[config.mk]
export PLATFORM = sky130hd
export DESIGN_NAME = quant_seq
export DESIGN_NICKNAME = d
export VERILOG_FILES = /design/src/rtl/quant_seq_pkg.sv /design/src/rtl/quant_seq.sv
export SDC_FILE = /design/constraint.sdc
export NUM_CORES = 1
export LEC_CHECK = 0
export ABC_AREA = 1
export CAP_MARGIN = 5
export CELL_PAD_IN_SITES_DETAIL_PLACEMENT = 0
export CELL_PAD_IN_SITES_GLOBAL_PLACEMENT = 2
export CORE_MARGIN = 2
export CORE_UTILIZATION = 26
export CTS_BUF_LIST = sky130_fd_sc_hd__clkbuf_8
export DETAILED_ROUTE_END_ITERATION = 10
export PLACE_DENSITY = 0.78
export RECOVER_POWER = 25
export SYNTH_ARGS = -nofsm -noshare
export SYNTH_HDL_FRONTEND = slang
export SYNTH_SLANG_ARGS = --single-unit
[constraint.sdc]
create_clock -name i_clk -period 1.3 [get_ports i_clk]
set_input_delay 0.26 -clock i_clk [delete_from_list [all_inputs] [get_ports i_clk]]
set_output_delay 0.26 -clock i_clk [all_outputs]
set_load 0.03 [all_outputs]
[src/rtl/quant_seq_pkg.sv]
// Shared constants for the quantize sequencer.
//   - Mode encodings seen on i_job_mode / o_q_mode.
//   - Geometry defaults (vector length, matrix dims, VSQ buffer depth) that
//     set the sequencer's default beat counts.
package quant_seq_pkg;

    // Quantize mode encodings
    localparam logic [1:0] MODE_INT4_VSQ = 2'd0;
    localparam logic [1:0] MODE_INT4     = 2'd1;
    localparam logic [1:0] MODE_INT8     = 2'd2;

    // Geometry defaults
    localparam int VL        = 16;
    localparam int M         = 32;
    localparam int N         = 4;
    localparam int VSQ_BUF_D = 4;

    // True when the mode scans one vector at a time instead of the whole tensor
    function automatic logic is_vsq(input logic [1:0] mode);
        return mode == MODE_INT4_VSQ;
    endfunction

endpackage

[src/rtl/quant_seq.sv]
// Quantize job sequencer.
// Accepts a job, scans the source for the max statistic (whole tensor for
// INT4/INT8, one vector at a time for INT4_VSQ), then kicks the quantize unit
// once per vector and waits for its vector-done / matrix-finish handshakes.
//
// Ports:
//   i_clk, i_rst        clock, synchronous active-high reset
//   i_job_valid/mode    job request and its quantize mode
//   o_job_ready         sequencer idle, job accepted on valid
//   i_src_valid         source beat present during scan
//   o_src_ready         beat consumed this cycle (scan state)
//   o_q_mode            latched job mode to the quantize unit
//   o_q_start           one-cycle start pulse per vector
//   o_q_max_done        one-cycle end-of-tensor-scan pulse (INT4/INT8)
//   i_q_vec_done        quantize unit finished a vector
//   i_q_finish          quantize unit finished the matrix (expected in FIN)
//   o_busy, o_done      job in progress / one-cycle completion pulse
//   o_err               sticky protocol error, cleared only by reset
module quant_seq
    import quant_seq_pkg::*;
#(
    parameter int COL_BEATS = (M / VL) * N,
    parameter int VSQ_D     = VSQ_BUF_D,
    parameter int MAX_LAT   = 4
) (
    input  logic       i_clk,
    input  logic       i_rst,
    input  logic       i_job_valid,
    input  logic [1:0] i_job_mode,
    output logic       o_job_ready,
    input  logic       i_src_valid,
    output logic       o_src_ready,
    output logic [1:0] o_q_mode,
    output logic       o_q_start,
    output logic       o_q_max_done,
    input  logic       i_q_vec_done,
    input  logic       i_q_finish,
    output logic       o_busy,
    output logic       o_done,
    output logic       o_err
);

    localparam int NVEC = COL_BEATS / VSQ_D;
    localparam int BW   = $clog2(COL_BEATS + 1);
    localparam int VW   = $clog2(NVEC + 1);
    localparam int LW   = $clog2(MAX_LAT + 1);

    typedef enum logic [2:0] {
        S_IDLE, S_SCAN, S_MAXW, S_ARM, S_QUANT, S_FIN
    } state_t;

    state_t          state_q, state_d;
    logic [1:0]      mode_q, mode_d;
    logic [BW-1:0]   beat_q, beat_d;
    logic [VW-1:0]   vec_q, vec_d;
    logic [LW-1:0]   lat_q, lat_d;
    logic            err_q, err_d;
    logic            done_q, done_d;

    logic            max_done;
    logic [BW-1:0]   scan_last_idx;

    // VSQ scans a single vector's worth of beats per round
    assign scan_last_idx = is_vsq(mode_q) ? BW'(VSQ_D - 1) : BW'(COL_BEATS - 1);

    always_comb begin
        state_d  = state_q;
        mode_d   = mode_q;
        beat_d   = beat_q;
        vec_d    = vec_q;
        lat_d    = lat_q;
        err_d    = err_q;
        done_d   = 1'b0;
        max_done = 1'b0;

        case (state_q)
            S_IDLE: begin
                if (i_job_valid) begin
                    mode_d  = i_job_mode;
                    beat_d  = '0;
                    vec_d   = '0;
                    lat_d   = '0;
                    state_d = S_SCAN;
                end
            end
            S_SCAN: begin
                if (i_src_valid) begin
                    if (beat_q == scan_last_idx) begin
                        beat_d = '0;
                        if (is_vsq(mode_q)) begin
                            state_d = S_ARM;
                        end else begin
                            max_done = 1'b1;
                            lat_d    = '0;
                            state_d  = S_MAXW;
                        end
                    end else begin
                        beat_d = beat_q + 1'b1;
                    end
                end
            end
            S_MAXW: begin
                if (lat_q == LW'(MAX_LAT - 1)) state_d = S_ARM;
                else                           lat_d   = lat_q + 1'b1;
            end
            S_ARM: begin
                state_d = S_QUANT;
            end
            S_QUANT: begin
                if (i_q_vec_done) begin
                    vec_d = vec_q + 1'b1;
                    if (vec_q == VW'(NVEC - 1))  state_d = S_FIN;
                    else if (is_vsq(mode_q))     state_d = S_SCAN;
                    else                         state_d = S_ARM;
                end
            end
            S_FIN: begin
                done_d  = 1'b1;
                state_d = S_IDLE;
                if (!i_q_finish) err_d = 1'b1;
            end
            default: state_d = S_IDLE;
        endcase

        // Handshakes arriving in the wrong state are flagged and otherwise ignored
        if (i_q_finish && state_q != S_FIN)     err_d = 1'b1;
        if (i_q_vec_done && state_q != S_QUANT) err_d = 1'b1;
    end

    always_ff @(posedge i_clk) begin
        if (i_rst) begin
            state_q <= S_IDLE;
            mode_q  <= MODE_INT8;
            beat_q  <= '0;
            vec_q   <= '0;
            lat_q   <= '0;
            err_q   <= 1'b0;
            done_q  <= 1'b0;
        end else begin
            state_q <= state_d;
            mode_q  <= mode_d;
            beat_q  <= beat_d;
            vec_q   <= vec_d;
            lat_q   <= lat_d;
            err_q   <= err_d;
            done_q  <= done_d;
        end
    end

    assign o_job_ready  = (state_q == S_IDLE);
    assign o_busy       = (state_q != S_IDLE);
    assign o_src_ready  = (state_q == S_SCAN);
    assign o_q_start    = (state_q == S_ARM);
    assign o_q_max_done = max_done;
    assign o_q_mode     = mode_q;
    assign o_done       = done_q;
    assign o_err        = err_q;

endmodule

==> results of run 1 <==
[worst paths after layout]
kind / endpoint / cells past startpoint / slack, ns / startpoint
setup / recovery: o_q_max_done / 6 / -0.22 / beat_q[1]
hold / removal: vec_q[1] / 2 / 0.47 / vec_q[1]
setup reg to reg: lat_q[1] / 11 / -0.09 / beat_q[1]
hold reg to reg: vec_q[1] / 2 / 0.47 / vec_q[1]
[through the flow]
step	TNS, ns	instance area (µm²)	instances
5_1_grt	-2.54	1800	255
2_1_floorplan	-0.165	1060	153
6_report	-1.25	1800	255
3_5_place_dp	-2.23	1380	233
4_1_cts	-2.06	1640	249
3_3_place_gp	-2.15	1380	233
[cells in the mapped netlist, drive strengths merged]
cell type  count
nand2         40
ha             4
dfxtp         16
inv           30
o211ai         1
o21ai          4
a31oi          1
clkinv         1
nor4           1
buf            1
nor2          26
nand3         16
nand4          1
xor2           1
a21oi          8
or2            2
[registers in the layout (all words and copies together) (netlist names)]
signal and cells:
beat_q 4, lat_q 3, o_done 1, o_err 1, o_q_mode 2, state_q 3, vec_q 2
[final cells by class]
type                    instances  area share
inverters                      31      0.0702
well taps                      48      0.0334
repair buffers                 50       0.253
clock buffers                   3      0.0229
clock inverters                 1     0.00209
flip-flops and latches         16       0.191
multi-input cells             106       0.427
[power by group]
part / total, mW / internal [mW] / switching [mW]
logic: 2.97 / 1.37 / 1.59
registers: 0.818 / 0.673 / 0.145
clock network: 0.391 / 0.210 / 0.181
total: 4.18 / 2.26 / 1.92
[metal layers]
metal | share of wire | global-route usage | routed length, µm
met1 | 0.44 | 0.173 | 1260
met2 | 0.52 | 0.259 | 1460
met3 | 0.025 | 0.0187 | 70
met4 | 0.015 | 0.0536 | 42
met5 | 0 | 0 | 0
[what timing repair did]
item | 4_1_cts | 5_1_grt
buffers inserted | 13 | 8
gates cloned | 1 | 0
endpoints found under the setup margin | 17 | 20
pin swaps | 12 | 21
resized for setup | 38 | 32
[critical path: cells and delay by family (launching register included)]
family,cells,cell delay (ns)
DFF,1,0.35
and+or+nand+nor,3,0.32
buffers and inverters,2,0.20
adders and majority gates,1,0.14
[cells by family (layout without fill, tap and decap cells)]
logic type	Yosys count	count (layout)	synth area share
buffers and inverters	32	85	0.127
xor gates and xnor gates	1	1	0.00869
DFF	16	16	0.318
AOI/OAI and AO/OA	14	14	0.0732
and+or+nand+nor	86	87	0.424
adders and majority gates	4	4	0.0496
==> flow_metrics.py, run 1 <==
metrics = {
    "cells_and_area": {
        "areaGrowthSynthToFinish_pct": 78.4,
        "nets": 220,
        "final_util": 0.488,
        "nFillCells": 372,
        "antenna_cells": 0,
        "post_route_cells_drive_above_1_share": 0.478,
        "multi_input_area_um2": 768,
        "layout_commonest_cell": "nand2_1",
        "layout_common_cells": "nand2_1 (28), buf_4 (26), inv_1 (23)",
        "seqCellArea_um2": 344,
    },
    "timing": {
        "rsz0062_at_grt": "yes",
        "finalHoldViolations": 0,
        "skew_ns": 0.00844,
        "setup-violations-final": 16,
        "finalMaxSlewViolations": 0,
        "min_period_ns": 1.52,
        "setup_ws_ns": -0.219,
        "relSlewSlack": 0.790,
        "holdWs_ns": 0.471,
        "tightestPinTransition_ns": 0.315,
        "fmax_ghz": 0.659,
        "fin_crit_sh": 1.17,
    },
    "clock_tree": {
        "cts_root_buf": "clkbuf_8",
        "clock_path_buffers": 2,
        "cts_buffers": 3,
        "ctsHtreeMaxLevel": 1,
        "clock-sinks": 16,
        "clk_latency_ns": 0.26,
        "holdBufCountCts": 0,
        "path_clk_slew_ns": 0.07,
        "cts_tree": "done",
    },
    "synth": {
        "ys_ff_latch": 16,
        "synth_top_cell_area_share": 0.318,
        "syn_nets": 165,
        "synth_area_leaders": "dfxtp_1 (32%), nand2_1 (12%), inv_1 (10%)",
        "ys_types": 23,
        "synth_cells": 153,
        "synth_area_um2": 1010,
        "synth-seq-area-share": 0.318,
        "synth.yosys.warnings": 0,
        "yosysTopAreaCell": "dfxtp_1",
        "syn_avg_cell_area_um2": 6.59,
    },
    "routing": {
        "drtIter0Drc": 11,
        "vias": 1100,
        "ant_nets": 0,
        "routed_via_density": 4.31,
        "firstDrtPassIters": 4,
        "post-route-drc-count": 0,
        "routed_wl_um": 2840,
        "wire_per_inst_um": 11.1,
    },
    "critical_path": {
        "cp_slowest_cell": "dfxtp_2",
        "cp-end-kind": "primary output",
        "path_cells": "ha_4 -> inv_2 -> nor2_4 -> nand3_4 -> nor4_4 -> buf_6",
        "worst-path-max-fanout": 2,
        "critPathLaunchType": "flop",
        "crit_arrival_ns": 1.26,
        "cpPeakStageDelay_ns": 0.35,
        "crit_type": "reg2out",
        "crit_required_ns": 1.04,
    },
    "run": {
        "cap_viol_max_count": 0,
    },
    "die": {
        "start_util": 0.273,
        "die_w_um": 66.3,
        "chipHeight_um": 66.3,
        "io_pins": 17,
        "core_area_um2": 3690,
        "num_rows": 22,
        "die-area_um2": 4390,
    },
    "global_routing": {
        "antenna_found_initial": 0,
        "grt_max_degree": 11,
        "gr-total-overflow": 0,
        "grt_pass1_vias": 1114,
        "track_usage": 0.144,
        "grt_pass1_wl_um": 4890,
    },
    "pwr": {
        "leakage_nw": 0.841,
        "p_per_area_nw_per_um2": 2320,
        "ir_worst_vdd_mv": 1.22,
        "p_total_mw": 4.18,
    },
    "min_path": {
        "hp-class": "reg2reg",
    },
    "placed_design": {
        "dp_hpwl_um": 1930,
        "portBuffers": 16,
        "gp_congestion": 0.742,
        "pre_cts_slack_ns": -0.248,
    },
    "outcome": {
        "violations": "setup timing",
        "status": "complete, but fails checks",
    },
}
Power figures use the tool's default switching activity.
==> run 2: changes to the inputs <==
--- a/config.mk
+++ b/config.mk
@@ -6,7 +6,6 @@
 export NUM_CORES = 1
 export LEC_CHECK = 0
 export ABC_AREA = 1
-export CAP_MARGIN = 5
 export CELL_PAD_IN_SITES_DETAIL_PLACEMENT = 0
 export CELL_PAD_IN_SITES_GLOBAL_PLACEMENT = 2
 export CORE_MARGIN = 2
==> results of run 2 <==
Same layout as run 1: the final DEF is identical, and so are final timing and power.
